===== src/rtl/block_match_sched_multi_if.sv =====
// Engine-side bus of the block-match scheduler.
//  master (scheduler): drives one-hot start strobes plus the block/search
//                      addresses and block index that travel with them,
//                      listens to the per-engine idle levels.
//  slave  (engine array): the mirror image.
// NUM_CH and ADDR_W must match the scheduler instance it is bound to.
interface block_match_sched_multi_if #(
  parameter int NUM_CH = 2,
  parameter int ADDR_W = 16
);
  logic [NUM_CH-1:0] bm_start;        // one-hot, one cycle per issued block
  logic [NUM_CH-1:0] bm_done;         // engine i idle (level)
  logic [ADDR_W-1:0] blk_addr_left;   // valid with bm_start, held afterwards
  logic [ADDR_W-1:0] blk_addr_right;
  logic [ADDR_W-1:0] srch_addr;       // shared by the left/right pair
  logic [15:0]       blk_index;       // {img_number, row[5:0], col[5:0]}

  modport master (
    output bm_start, blk_addr_left, blk_addr_right, srch_addr, blk_index,
    input  bm_done
  );

  modport slave (
    input  bm_start, blk_addr_left, blk_addr_right, srch_addr, blk_index,
    output bm_done
  );
endinterface


===== src/rtl/block_match_sched_multi.sv =====
// Block-match control scheduler.
// Walks the block grid of one stereo frame and hands blocks to NUM_CH
// left/right engine pairs, lowest idle engine first, at most one issue per
// clock. Frames come from an NUM_BUFS-deep buffer ring; the set of usable
// engines is latched once per frame from ch_enable.
// Ports:
//  clk, reset      clock, asynchronous active-high reset
//  img_number_in   frame counter from the writer; a new value starts a frame
//  ch_enable       engines usable this frame (sampled at frame start)
//  bm              engine bus (master side): start strobes, addresses,
//                  block index out; per-engine idle levels in
//  bm_idle         scheduler idle and every engine idle
//  bm_working_buf  ring slot of the frame being processed
//  frame_done      one-cycle pulse after the last block has been finished
module block_match_sched_multi #(
  parameter int NUM_CH    = 2,
  parameter int NUM_BUFS  = 2,
  parameter int BUF_W     = (NUM_BUFS > 1) ? $clog2(NUM_BUFS) : 1,
  parameter int RD_PORT_W = 8,
  parameter int THIRD_W   = 240,
  parameter int CENTER_W  = 304,
  parameter int THIRD_H   = 480,
  parameter int BLK_W     = 16,
  parameter int BLK_H     = 16,
  parameter int SRCH_W    = 64,
  parameter int SRCH_H    = 32,
  parameter int ADDR_W    = 16
) (
  input  logic                      clk,
  input  logic                      reset,
  input  logic [3:0]                img_number_in,
  input  logic [NUM_CH-1:0]         ch_enable,
  block_match_sched_multi_if.master bm,
  output logic                      bm_idle,
  output logic [BUF_W-1:0]          bm_working_buf,
  output logic                      frame_done
);

  // Geometry in memory words.
  localparam int FAW       = THIRD_W / RD_PORT_W;
  localparam int CAW       = CENTER_W / RD_PORT_W;
  localparam int BAW       = BLK_W / RD_PORT_W;
  localparam int COLS      = THIRD_W / BLK_W + ((CENTER_W - THIRD_W) / BLK_W) / 2;
  localparam int ROWS      = (THIRD_H - SRCH_H) / BLK_H;
  localparam int INIT_L    = FAW * ((SRCH_H - BLK_H) / 2);
  localparam int RIGHT_OFF = SRCH_W / RD_PORT_W - BAW;

  localparam logic [ADDR_W-1:0] A_BAW    = ADDR_W'(BAW);
  localparam logic [ADDR_W-1:0] A_SROW   = ADDR_W'(CAW * BLK_H);
  localparam logic [ADDR_W-1:0] A_BROW   = ADDR_W'(FAW * BLK_H);
  localparam logic [ADDR_W-1:0] A_SBUF   = ADDR_W'(CAW * THIRD_H);
  localparam logic [ADDR_W-1:0] A_BBUF   = ADDR_W'(FAW * THIRD_H);
  localparam logic [ADDR_W-1:0] A_INIT_L = ADDR_W'(INIT_L);
  localparam logic [ADDR_W-1:0] A_ROFF   = ADDR_W'(RIGHT_OFF);
  localparam logic [5:0]        LAST_COL = 6'(COLS - 1);
  localparam logic [5:0]        LAST_ROW = 6'(ROWS - 1);
  localparam logic [3:0]        BUF_MASK = 4'(NUM_BUFS - 1);

  typedef enum logic [1:0] {S_IDLE, S_ISSUE, S_DRAIN} state_t;

  state_t              state_q, state_d;
  logic [3:0]          img_q, img_d;
  logic [NUM_CH-1:0]   en_q, en_d;
  logic [NUM_CH-1:0]   pend_q, pend_d;
  logic [NUM_CH-1:0]   start_q, start_d;
  logic [5:0]          row_q, row_d, col_q, col_d;
  // Buffer bases and row bases are stepped, never multiplied.
  logic [ADDR_W-1:0]   sb_q, sb_d, bb_q, bb_d;
  logic [ADDR_W-1:0]   srow_q, srow_d, brow_q, brow_d, coff_q, coff_d;
  logic [ADDR_W-1:0]   srch_q, srch_d, bl_q, bl_d, br_q, br_d;
  logic [15:0]         idx_q, idx_d;
  logic                fd_q, fd_d;
  logic [NUM_CH-1:0]   elig, lowest;

  always_comb begin
    elig   = en_q & bm.bm_done & ~pend_q;
    lowest = elig & (~elig + NUM_CH'(1));   // isolate lowest set bit

    state_d = state_q;
    img_d   = img_q;
    en_d    = en_q;
    start_d = '0;
    row_d   = row_q;
    col_d   = col_q;
    sb_d    = sb_q;
    bb_d    = bb_q;
    srow_d  = srow_q;
    brow_d  = brow_q;
    coff_d  = coff_q;
    srch_d  = srch_q;
    bl_d    = bl_q;
    br_d    = br_q;
    idx_d   = idx_q;
    fd_d    = 1'b0;

    unique case (state_q)
      S_IDLE: begin
        if (img_number_in != img_q && (&bm.bm_done) && (|ch_enable)) begin
          en_d    = ch_enable;
          row_d   = '0;
          col_d   = '0;
          coff_d  = '0;
          srow_d  = sb_q;
          brow_d  = bb_q + A_INIT_L;
          state_d = S_ISSUE;
        end
      end
      S_ISSUE: begin
        if (|elig) begin
          start_d = lowest;
          srch_d  = srow_q + coff_q;
          bl_d    = brow_q + coff_q;
          br_d    = brow_q + coff_q - A_ROFF;
          idx_d   = {img_q, row_q, col_q};
          if (col_q == LAST_COL) begin
            col_d  = '0;
            coff_d = '0;
            row_d  = row_q + 6'd1;
            srow_d = srow_q + A_SROW;
            brow_d = brow_q + A_BROW;
            if (row_q == LAST_ROW) state_d = S_DRAIN;
          end else begin
            col_d  = col_q + 6'd1;
            coff_d = coff_q + A_BAW;
          end
        end
      end
      S_DRAIN: begin
        if (pend_q == '0 && (&(bm.bm_done | ~en_q))) begin
          fd_d    = 1'b1;
          img_d   = img_q + 4'd1;
          state_d = S_IDLE;
          // The ring slot follows img_number; a 4-bit wrap also lands on slot 0.
          if (((img_q + 4'd1) & BUF_MASK) == 4'd0) begin
            sb_d = '0;
            bb_d = '0;
          end else begin
            sb_d = sb_q + A_SBUF;
            bb_d = bb_q + A_BBUF;
          end
        end
      end
      default: state_d = S_IDLE;
    endcase

    // Pending spans from the start strobe until the engine is first seen busy.
    pend_d = start_d | (pend_q & bm.bm_done);
  end

  always_ff @(posedge clk or posedge reset) begin
    if (reset) begin
      state_q <= S_IDLE;
      img_q   <= '0;
      en_q    <= '0;
      pend_q  <= '0;
      start_q <= '0;
      row_q   <= '0;
      col_q   <= '0;
      sb_q    <= '0;
      bb_q    <= '0;
      srow_q  <= '0;
      brow_q  <= '0;
      coff_q  <= '0;
      srch_q  <= '0;
      bl_q    <= '0;
      br_q    <= '0;
      idx_q   <= '0;
      fd_q    <= 1'b0;
    end else begin
      state_q <= state_d;
      img_q   <= img_d;
      en_q    <= en_d;
      pend_q  <= pend_d;
      start_q <= start_d;
      row_q   <= row_d;
      col_q   <= col_d;
      sb_q    <= sb_d;
      bb_q    <= bb_d;
      srow_q  <= srow_d;
      brow_q  <= brow_d;
      coff_q  <= coff_d;
      srch_q  <= srch_d;
      bl_q    <= bl_d;
      br_q    <= br_d;
      idx_q   <= idx_d;
      fd_q    <= fd_d;
    end
  end

  assign bm.bm_start       = start_q;
  assign bm.srch_addr      = srch_q;
  assign bm.blk_addr_left  = bl_q;
  assign bm.blk_addr_right = br_q;
  assign bm.blk_index      = idx_q;
  assign bm_idle           = (state_q == S_IDLE) && (&bm.bm_done);
  assign bm_working_buf    = BUF_W'(img_q & BUF_MASK);
  assign frame_done        = fd_q;

endmodule


===== src/flat_wrapper.sv =====
// flat-port wrapper written by rule: the top's interface ports become plain ports
module block_match_sched_multi_flat 
#(
  parameter int NUM_CH    = 2,
  parameter int NUM_BUFS  = 2,
  parameter int BUF_W     = (NUM_BUFS > 1) ? $clog2(NUM_BUFS) : 1,
  parameter int RD_PORT_W = 8,
  parameter int THIRD_W   = 240,
  parameter int CENTER_W  = 304,
  parameter int THIRD_H   = 480,
  parameter int BLK_W     = 16,
  parameter int BLK_H     = 16,
  parameter int SRCH_W    = 64,
  parameter int SRCH_H    = 32,
  parameter int ADDR_W    = 16
)
  (clk, reset, img_number_in, ch_enable, bm_idle, bm_working_buf, frame_done, bm_bm_start, bm_blk_addr_left, bm_blk_addr_right, bm_srch_addr, bm_blk_index, bm_bm_done);
  block_match_sched_multi_if #(.NUM_CH(NUM_CH), .ADDR_W(ADDR_W)) bm_i ();
  input  logic clk;
  input  logic reset;
  input  logic [3:0] img_number_in;
  input  logic [NUM_CH-1:0] ch_enable;
  output logic bm_idle;
  output logic [BUF_W-1:0] bm_working_buf;
  output logic frame_done;
  output wire logic [$bits(bm_i.bm_start)-1:0] bm_bm_start;
  output wire logic [$bits(bm_i.blk_addr_left)-1:0] bm_blk_addr_left;
  output wire logic [$bits(bm_i.blk_addr_right)-1:0] bm_blk_addr_right;
  output wire logic [$bits(bm_i.srch_addr)-1:0] bm_srch_addr;
  output wire logic [$bits(bm_i.blk_index)-1:0] bm_blk_index;
  input wire logic [$bits(bm_i.bm_done)-1:0] bm_bm_done;
  assign bm_bm_start = bm_i.bm_start;
  assign bm_blk_addr_left = bm_i.blk_addr_left;
  assign bm_blk_addr_right = bm_i.blk_addr_right;
  assign bm_srch_addr = bm_i.srch_addr;
  assign bm_blk_index = bm_i.blk_index;
  assign bm_i.bm_done = bm_bm_done;
  block_match_sched_multi #(.NUM_CH(NUM_CH), .NUM_BUFS(NUM_BUFS), .BUF_W(BUF_W), .RD_PORT_W(RD_PORT_W), .THIRD_W(THIRD_W), .CENTER_W(CENTER_W), .THIRD_H(THIRD_H), .BLK_W(BLK_W), .BLK_H(BLK_H), .SRCH_W(SRCH_W), .SRCH_H(SRCH_H), .ADDR_W(ADDR_W)) u_core (.clk(clk), .reset(reset), .img_number_in(img_number_in), .ch_enable(ch_enable), .bm(bm_i), .bm_idle(bm_idle), .bm_working_buf(bm_working_buf), .frame_done(frame_done));
endmodule

===== config.mk =====
export PLATFORM = sky130hd
export DESIGN_NAME = block_match_sched_multi_flat
export DESIGN_NICKNAME = d
export VERILOG_FILES = /design/src/rtl/block_match_sched_multi_if.sv /design/src/rtl/block_match_sched_multi.sv /design/src/flat_wrapper.sv
export SDC_FILE = /design/constraint.sdc
export NUM_CORES = 1
export LEC_CHECK = 0
export ABC_AREA = 0
export CELL_PAD_IN_SITES_DETAIL_PLACEMENT = 1
export CELL_PAD_IN_SITES_GLOBAL_PLACEMENT = 1
export CORE_MARGIN = 4
export CORE_UTILIZATION = 40
export CTS_BUF_LIST = sky130_fd_sc_hd__clkbuf_8
export DETAILED_ROUTE_END_ITERATION = 6
export PLACE_DENSITY_LB_ADDON = 0.08
export SLEW_MARGIN = 10
export SYNTH_ARGS = -nofsm -noshare
export SYNTH_HDL_FRONTEND = slang
export SYNTH_SLANG_ARGS = --single-unit

===== constraint.sdc =====
create_clock -name clk -period 13.48 [get_ports clk]
set_input_delay 2.696 -clock clk [delete_from_list [all_inputs] [get_ports clk]]
set_output_delay 2.696 -clock clk [all_outputs]
set_load 0.02 [all_outputs]

; ---- Word-level counts from Yosys, hierarchy flattened
; Index checks and enable logic that the tools add are counted.
[classes]
add_sub_neg = 13
eq_ne = 10
mux = 31
n_bitwise = 9
reduce_logical = 18
[ops]
columns = op, count
row1 = 16-bit 2-to-1 mux, 11
row2 = 16-bit one-hot mux with 2 select lines, 3
row3 = 16-bit adder, 2
row4 = 6-bit 2-to-1 mux, 5
row5 = 6-bit one-hot mux with 2 select lines, 2
row6 = 16-bit by 10-bit adder with 16-bit output (second input constant), 1
row7 = 16-bit by 14-bit adder with 16-bit output (second input constant), 1
row8 = 16-bit by 15-bit adder with 16-bit output (second input constant), 1
row9 = 16-bit by 2-bit adder with 16-bit output (second input constant), 1
row10 = 16-bit by 8-bit adder with 16-bit output (second input constant), 1
row11 = 16-bit by 9-bit adder with 16-bit output (second input constant), 1
row12 = 16-bit by 3-bit subtractor with 16-bit output (second input constant), 1
row13 = 2-bit 2-to-1 mux, 7
row14 = 6-bit by 1-bit adder with 6-bit output (second input constant), 2
row15 = 6-bit by 5-bit equality test with 1-bit output (second input constant), 2
row16 = 2-bit by 1-bit != test with 1-bit output (second input constant), 5
row17 = 2-bit AND reduction, 5
row18 = 2-bit bitwise AND, 4
row19 = 2-bit inverter, 3
row20 = 2-bit one-hot mux with 3 select lines, 1
row21 = 5-bit AND reduction, 1
row22 = 4-bit by 1-bit adder with 4-bit output (second input constant), 1
row23 = 1-bit logical AND, 4
row24 = 2-bit zero test, 2
row25 = other kinds (11), 14
[word_totals]
register_bits = 169
inputBits = 10
out_inout_bits = 69
elab_cells = 98

; ---- Longest topological paths before layout
; Gate-level depths: netlist of run 1.
[depth]
ltp_word = 8
ltp_mapped = 10
depth_no_buf = 9

; ---- Least setup slack after synthesis of run 1
; OpenSTA, ideal clock, no wires.
[synth_timing]
path_kind = input -> output
from = input port bm_bm_done[0]
to = output port bm_idle
t_arrival_ns = 3.455
required_time_ns = 10.784
slack_ns = 7.329
cell_stages = 1
n_path_buf = 0
cell_sequence = nor4bb_1
[synth_via]
elab_chain_cells = 2
[synth_rtl]
columns = item, line
row1 = "start, declared", flat_wrapper.sv:31  ; input wire logic [$bits(bm_i.bm_done)-1:0] bm_bm_done;
row2 = 2-bit AND reduction, block_match_sched_multi.sv:195  ; assign bm_idle = (state_q == S_IDLE) && (&bm.bm_done);
row3 = 1-bit logical AND, block_match_sched_multi.sv:195
row4 = "end, declared", flat_wrapper.sv:23  ; output logic bm_idle;
; No other way between the ends.

; ---- Worst setup path in the final report of run 1
; Same ends and word-level chain as after synthesis.

==> run summary, run 1 <==
The flow ran to the end, and the final reports show no timing, DRC or antenna violations. Of all flip-flops after synthesis, the portion carrying an async set or reset was 100.0%. In this run the tightest slew margin relative to its limit is 35.81%. In this run the biggest area consumer among cell types represents 45.32% of the synthesized area.

The most common cell in the netlist is sky130_fd_sc_hd__dfrtp_1. The tools report the area taken by multi-input logic gates as 4074 sq um. After detailed routing, the number of remaining DRC violations is 0. Fill cells in the final layout number 2221. The leakage power came out at 4.107 nW. The H-tree generated during clock tree synthesis spans 4 levels.

The number of enable flip-flop cells after synthesis came out at 0. STA classifies the critical path endpoint as a primary output. In the final layout, the share of cells above drive strength 1 is 8.728%.

For the maximum clock path buffer count, the log shows 2. The number of buffers added by the clock tree synthesis step came out at 17. The run gives 143.6 MHz as the maximum clock frequency. The cell area after placement came out at 8909 sq um. Number of unique standard cell types used by synthesis: 61. Cell type contributing the most total cell area after synthesis: sky130_fd_sc_hd__dfrtp_1. The tools report the type of element launching the critical path as an input pin. Compared with the post-synthesis result, the final layout area differs by 18.13%. After clock tree synthesis, the flow added hold-fix buffers numbering 0.

The power density normalized to cell area works out to 197.4 nW/um^2. Each instance of the synthesized netlist takes up on average 9.277 sq um. The worst setup path is of the in2out kind. The net count after synthesis is 899, and the via count normalized by instance count is 5.437. At the later pin of the worst-skew pair, clock insertion delay measures 0.45 ns. In this run, the number of DRC markers left after iteration 0 of detailed routing was 358.

Once the clock tree was built, the setup fixing pass inserted 0 buffers. For this configuration, the core starts out at a cell density of 40.57%. After legalization and detailed placement, the total HPWL measured 15170 um. Entering global routing, the biggest net connects 85 pins. The die covers 22050 sq um. The tree built by TritonCTS fans out to 143 sinks. At the end of the flow the core is filled with cells to 47.92%. Post-layout net count: 963. TritonCTS built the clock tree.

The die is 148.5 um tall. Routability-driven placement finished with a final weighted congestion of 0.8405. After routing the design area is 9326 sq um.

By count the netlist is led by sky130_fd_sc_hd__dfrtp_1 (143), sky130_fd_sc_hd__nand2_1 (110), sky130_fd_sc_hd__o21ai_0 (110). Wires add up to 20710 um. Setup violations remaining at the end of the flow were counted as 0. The number of input and output port buffers inserted came out at 78. The core region is 19460 sq um.

The most used flip-flop cell after synthesis is sky130_fd_sc_hd__dfrtp_1. In this run, the clock network consumes 20.1% of the power. The post-route minimum period came out at 6.963 ns.

In this run the worst path has a maximum fanout of 4. The setup TNS was 0 ns; the via count of the first global-routing pass was 6929. The repair_antennas step left the layout with diodes totalling 0.

The tools report the critical path arrival as 4.27 ns. The routed layout has 6486 vias. Yosys printed 0 warnings. Sequential cells account for 35.7% of the total power. The tree is rooted in a sky130_fd_sc_hd__clkbuf_8. The data required time at the worst endpoint was 10.78 ns; the global-route congestion overflow total was 0. Synthesis produced 851 cells. For this design the top-level I/O count stands at 79. The maximum vdd ir drop is 0.07537 mV, and the number of antenna violations at the first check in global routing is 0. Post-synth design cell area: 7895 sq um. In this run the worst hold path is classified as reg2reg.

Clock slew seen by the registers of the worst setup and hold paths: 0.08 ns. From left edge to right edge, the die measures 148.5 um. For this design the total switching power over the nets is 0.7658 mW.

Of the synthesized area, sequential elements account for 45.32%. The power share of the combinational group is 44.3%, and the number of hold-slack violations in the final timing report is 0. The internal power of the cells totals 1.075 mW. Switching part of the total: 41.59%. For this run, the total global-route usage over all layers was measured as 19.38%. Routed length per placed instance: 17.36 um. For the total count of max-transition violations in the final report, the log shows 0. By area the synthesized netlist is led by sky130_fd_sc_hd__dfrtp_1 (45%), sky130_fd_sc_hd__o21ai_0 (7.0%), sky130_fd_sc_hd__ha_1 (6.0%). Row generation in the floorplan step produced 51 rows. Max-cap violations in this run came to 0. The count of cells resized by post-cts repair was 0; the area used by sequential logic in the layout was 3578 sq um. Before antenna repair, the detailed router went through 4 iterations.

Worst setup skew after layout: 0.009173 ns. Setup repair after global routing left no endpoint under its margin. The number of nets with antenna violations after detailed routing is 0, and the post-route clock period utilization is 51.65%. The first global-routing pass estimated 35280 um of wire. Synthesis inferred 143 register bits. The transition time at the pin with the least slew margin came out at 0.9628 ns.
==> registers in the layout, summed over array words and instances (netlist names) <==
| name | count |
|---|---|
| u_core.bm.blk_addr_right | 16 |
| u_core.bm.srch_addr | 12 |
| u_core.pend_q | 2 |
| u_core.coff_q | 15 |
| u_core.en_q | 2 |
| u_core.srow_q | 12 |
| u_core.row_q | 6 |
| u_core.frame_done | 1 |
| u_core.state_q | 2 |
| u_core.bb_q | 10 |
| u_core.brow_q | 12 |
| u_core.img_q | 4 |
| u_core.col_q | 6 |
| u_core.sb_q | 10 |
| u_core.bm.bm_start | 2 |
| u_core.bm.blk_addr_left | 15 |
| u_core.bm.blk_index | 16 |
==> layout make-up <==
cell class | instances | area share (%)
Clock inverter | 15 | 1.972
Timing Repair Buffer | 85 | 8.935
Inverter | 23 | 0.9793
Tap cell | 265 | 3.555
Multi-Input combinational cell | 645 | 43.68
Sequential cell | 143 | 38.37
Clock buffer | 17 | 2.509
==> cell families after synthesis <==
group                      count (synthesis)  synth area share (%)
AOI/OAI and AO/OA                        250                 18.91
xor gates and xnor gates                  55                 6.101
adders and majority gates                 38                 6.022
buffers and inverters                     63                 3.233
DFF                                      143                 45.32
muxes                                     25                 3.566
and+or+nand+nor                          277                 16.85
==> cells in the final DEF (no fill, tap or decap), types with 6 or more instances in the layout <==
master                            instances
sky130_fd_sc_hd__nand3_1                 19
sky130_fd_sc_hd__o22ai_1                 11
sky130_fd_sc_hd__clkbuf_8                17
sky130_fd_sc_hd__clkdlybuf4s50_1         78
sky130_fd_sc_hd__inv_1                   22
sky130_fd_sc_hd__nand2_1                109
sky130_fd_sc_hd__o211ai_1                 7
sky130_fd_sc_hd__nor3_1                  30
sky130_fd_sc_hd__nand4_1                 13
sky130_fd_sc_hd__a21oi_1                 59
sky130_fd_sc_hd__nor2_1                  49
sky130_fd_sc_hd__o21ai_0                110
sky130_fd_sc_hd__mux2_2                  25
sky130_fd_sc_hd__or3_1                    6
sky130_fd_sc_hd__xnor2_1                 29
sky130_fd_sc_hd__dfrtp_1                143
sky130_fd_sc_hd__nand2b_1                11
sky130_fd_sc_hd__ha_1                    38
sky130_fd_sc_hd__nand3b_1                 6
sky130_fd_sc_hd__buf_4                    7
sky130_fd_sc_hd__o31ai_1                  8
sky130_fd_sc_hd__xor2_1                  26
sky130_fd_sc_hd__a21o_1                  15
==> worst paths after layout <==
kind                       slack, ns  cells after the start             start                            to
max reg2reg                    10.21                      9  u_core.srow_q[3]  u_core.bm.blk_addr_right[15]
min                             0.49                      1  u_core.brow_q[4]              u_core.brow_q[4]
min reg2reg                     0.49                      1  u_core.brow_q[4]              u_core.brow_q[4]
min in group asynchronous       2.70                      2             reset         u_core.bm.bm_start[0]
max                             6.52                      3     bm_bm_done[0]                       bm_idle
max in group asynchronous       9.34                      3             reset       u_core.bm.srch_addr[12]
==> worst max-delay path, cell delays in order <==
cell	delay [ns]
sky130_fd_sc_hd__clkdlybuf4s50_1	0.53
sky130_fd_sc_hd__nor4bb_1	0.37
sky130_fd_sc_hd__clkdlybuf4s50_1	0.67
==> power by group through the flow <==
stage	Clock, mW	Sequential [mW]	Combinational (mW)
finish	0.369	0.657	0.815
CTS	0.382	0.658	0.826
global placement	0	0.657	0.784
floorplan	0	0.715	0.465
global route	0.402	0.676	0.903
detailed placement	0	0.667	0.819
==> metrics by stage <==
step	power, mW	hold WS, ns	worst slack [ns]	cells
floorplan	1.180	0.4439	6.946	851
global placement	1.441	0.4634	6.557	1161
detailed placement	1.486	0.4648	6.508	1161
CTS	1.865	0.4862	6.507	1193
global route	1.981	0.5063	6.422	1193
finish	1.841	0.4850	6.517	1193
==> per-layer routing <==
| metal | routed length, um | GRT usage [%] |
|---|---|---|
| met1 | 9856 | 25.94 |
| met2 | 9987 | 32.69 |
| met4 | 239 | 4.665 |
| met5 | 0 | 0 |
| met3 | 629 | 3.626 |
(Power assumes the default switching activity.)
==> run 2: changes to the inputs <==
==> constraint.sdc (replaced) <==
create_clock -name clk -period 7.2 [get_ports clk]
set_input_delay 1.44 -clock clk [delete_from_list [all_inputs] [get_ports clk]]
set_output_delay 1.44 -clock clk [all_outputs]
set_load 0.02 [all_outputs]
==> run 2 against run 1 <==
Compared with the run above: final area decreased by 0.58%; hold slack got worse by 0.0040 ns; clock-buffer cell count unchanged; wire length decreased by 2.0%; sequential power increased by 87%; non-clock buffer count unchanged; critical path depth unchanged; largest power group unchanged.
==> run summary, run 2 (same netlist as run 1, synthesis figures left out) <==
TritonCTS built the clock tree. Clock slew seen by the registers of the worst setup and hold paths: 0.07 ns. The first TritonRoute pass finished after 4 iterations. The routed design has 20300 um of wire.

The run gives 0 as the global-route congestion overflow total. For this design the total switching power over the nets is 1.396 mW. The die height works out to 148.5 um. The post-layout net count came out at 963. Relative to the synthesized area, the layout overhead comes to 17.45%. Counting instances, the worst hold path has a depth of 2. Of the cells placed in the final design, the portion with a size suffix greater than 1 is 8.306%. The worst path meets setup with 2.710 ns of slack.

The fill cell instance count of the final layout is 2242, and the total routing usage reported by global routing is 18.91%. The tools report the number of nets with antenna violations after detailed routing as 0. The maximum clock frequency was 222.7 MHz. The final core area utilization was 47.64%; the number of buffers added for setup after CTS was 0.

The tools report the critical path arrival as 3.05 ns. The switching part of the total is 41.50%, and the maximum clock path buffer count is 2. The tools report the worst slack after detailed placement as 2.699 ns.

79 I/O pins were placed. STA puts the critical path data required time at 5.76 ns. The relative max-transition margin was 34.40%; the number of buffers added by the clock tree synthesis step was 17. The level count of the clock H-tree is 4. The startpoint identified for the worst hold timing path is u_core.bm.blk_addr_right[9]. For the leakage power, the log shows 4.090 nW.

The global-route wire length before repair was 34090 um; the starting density of the core was 40.57%. Across the run, the number of max-cap violations was 0. Routability-driven placement finished with a final weighted congestion of 0.8219. The run gives 51 as the standard-cell row count. The worst setup path is captured at a primary output.

The final critical path takes up 62.36% of the cycle. The die outline area was 22050 sq um; the power share of the combinational group was 45.2%. The first routing iteration left 385 violations. The total count of max-transition violations in the final report was 0; the maximum vdd ir drop was 0.1228 mV. The total internal power came out at 1.967 mW. Most common library cell in the layout ignoring fill and taps: sky130_fd_sc_hd__dfrtp_1. Worst reg2reg path depth: 9. Number of antenna violations at the first check in global routing: 0. Entering global routing, the biggest net connects 89 pins. The tree is rooted in a sky130_fd_sc_hd__clkbuf_8. The critical path in this run is classified as in2out.

The number of input and output port buffers inserted was 78. The HPWL after detailed placement was 15060 um; the setup TNS was 0 ns. The multi-input combinational cells in the finished layout cover a total of 4074 sq um. Gates resized during post-CTS repair numbered 0. Across the whole layout, storage elements account for 3578 sq um.

The worst hold path belongs to the class reg2reg. In this run, post-CTS hold repair placed 0 buffers. In this run the worst path has a maximum fanout of 4. The proportion of power drawn by flip-flops and latches is 36.6%, and the number of hold-slack violations in the final timing report is 0. Dividing the detail-routed wire length by the instance count gives 17.03 um. The tools report the worst setup skew after layout as 0.01077 ns.

The total area inside the core boundary comes to 19460 sq um. In this run the worst setup path begins at bm_bm_done[0]. For the worst-skew pair, the clock arrives at the later sink with an insertion delay of 0.45 ns. In the routed design, unresolved DRC markers number 0.

The clock network is responsible for 18.3% of the overall power. Setup repair after global routing left no endpoint under its margin. For this block, the via count after detailed routing is 6446.

The tools report the type of element launching the critical path as an input pin. In this run the critical register-to-register path is launched from u_core.srow_q[3]. The total clock sinks came out at 143. Setup violations remaining at the end of the flow were counted as 0. The power density normalized to cell area was 362.7 nW/um^2; the via count normalized by instance count was 5.408.

The tools report the via count of the first global-routing pass as 6716. The top cell types in the final layout, fill and taps aside, are sky130_fd_sc_hd__dfrtp_1 (143), sky130_fd_sc_hd__o21ai_0 (110), sky130_fd_sc_hd__nand2_1 (109), sky130_fd_sc_hd__clkdlybuf4s50_1 (78), sky130_fd_sc_hd__a21oi_1 (59). The flow ran to the end, and the final reports show no timing, DRC or antenna violations. At the pin with the least slew margin, the transition time is 0.9839 ns.

Subtracting the final worst setup slack from the clock period gives 4.490 ns. In this run the horizontal extent of the chip is 148.5 um. The run gives 0 as the number of inserted diodes.
-- run 2: cell count changes in the layout (fill, tap and decap cells not counted) --
cell,previous run,this run
sky130_fd_sc_hd__inv_6,5,1
sky130_fd_sc_hd__inv_1,22,25
sky130_fd_sc_hd__clkinv_2,2,4
sky130_fd_sc_hd__clkinv_4,3,1
sky130_fd_sc_hd__bufinv_16,3,2
sky130_fd_sc_hd__clkinvlp_4,3,4
-- run 2: worst paths after layout --
kind | end | slack [ns]
min in group asynchronous | u_core.pend_q[0] | 1.50
worst min register to register | u_core.bm.blk_addr_right[9] | 0.48
worst max-delay path | bm_idle | 2.71
worst max register to register | u_core.bm.blk_addr_right[15] | 3.95
worst min-delay path | u_core.bm.blk_addr_right[9] | 0.48
max in group asynchronous | u_core.bm.blk_addr_left[8] | 4.37
-- run 2: layer usage --
layer / share of wire, % / up-vias / track usage [%]
li1: - / 3177 / -
met1: 48 / 3170 / 25.24
met2: 48 / 86 / 32.39
met3: 2.9 / 13 / 2.956
met4: 0.95 / 0 / 4.619
met5: 0 / - / 0
-- run 2: cell type report --
cell class / count / share of cell area [%]
Multi-Input combinational cell: 645 / 43.93
Sequential cell: 143 / 38.59
Timing Repair Buffer: 85 / 8.987
Tap cell: 265 / 3.576
Clock buffer: 17 / 2.523
Clock inverter: 14 / 1.403
Inverter: 23 / 0.9850
-- run 2: stage by stage --
step                hold WS [ns]  cells  total power, mW  instance area [sq um]
global route              0.4945   1192            3.622                   9273
global placement          0.4627   1161            2.703                   8909
CTS                       0.4877   1192            3.413                   9273
finish                    0.4811   1192            3.363                   9273
detailed placement        0.4690   1161            2.785                   8909
floorplan                 0.4439    851            2.209                   7895
-- run 2: power groups by stage --
stage                     Sequential (mW)  Combinational (mW)  Clock, mW
after detailed placement             1.25                1.54          0
after global placement               1.23                1.47          0
final                                1.23                1.52      0.614
after floorplan                      1.34               0.871          0
after CTS                            1.23                1.54      0.636
after global routing                 1.26                1.69      0.672
-- run 2: critical path, stage by stage --
cell and delay [ns]:
sky130_fd_sc_hd__clkdlybuf4s50_1 0.53, sky130_fd_sc_hd__nor4bb_1 0.40, sky130_fd_sc_hd__clkdlybuf4s50_1 0.68
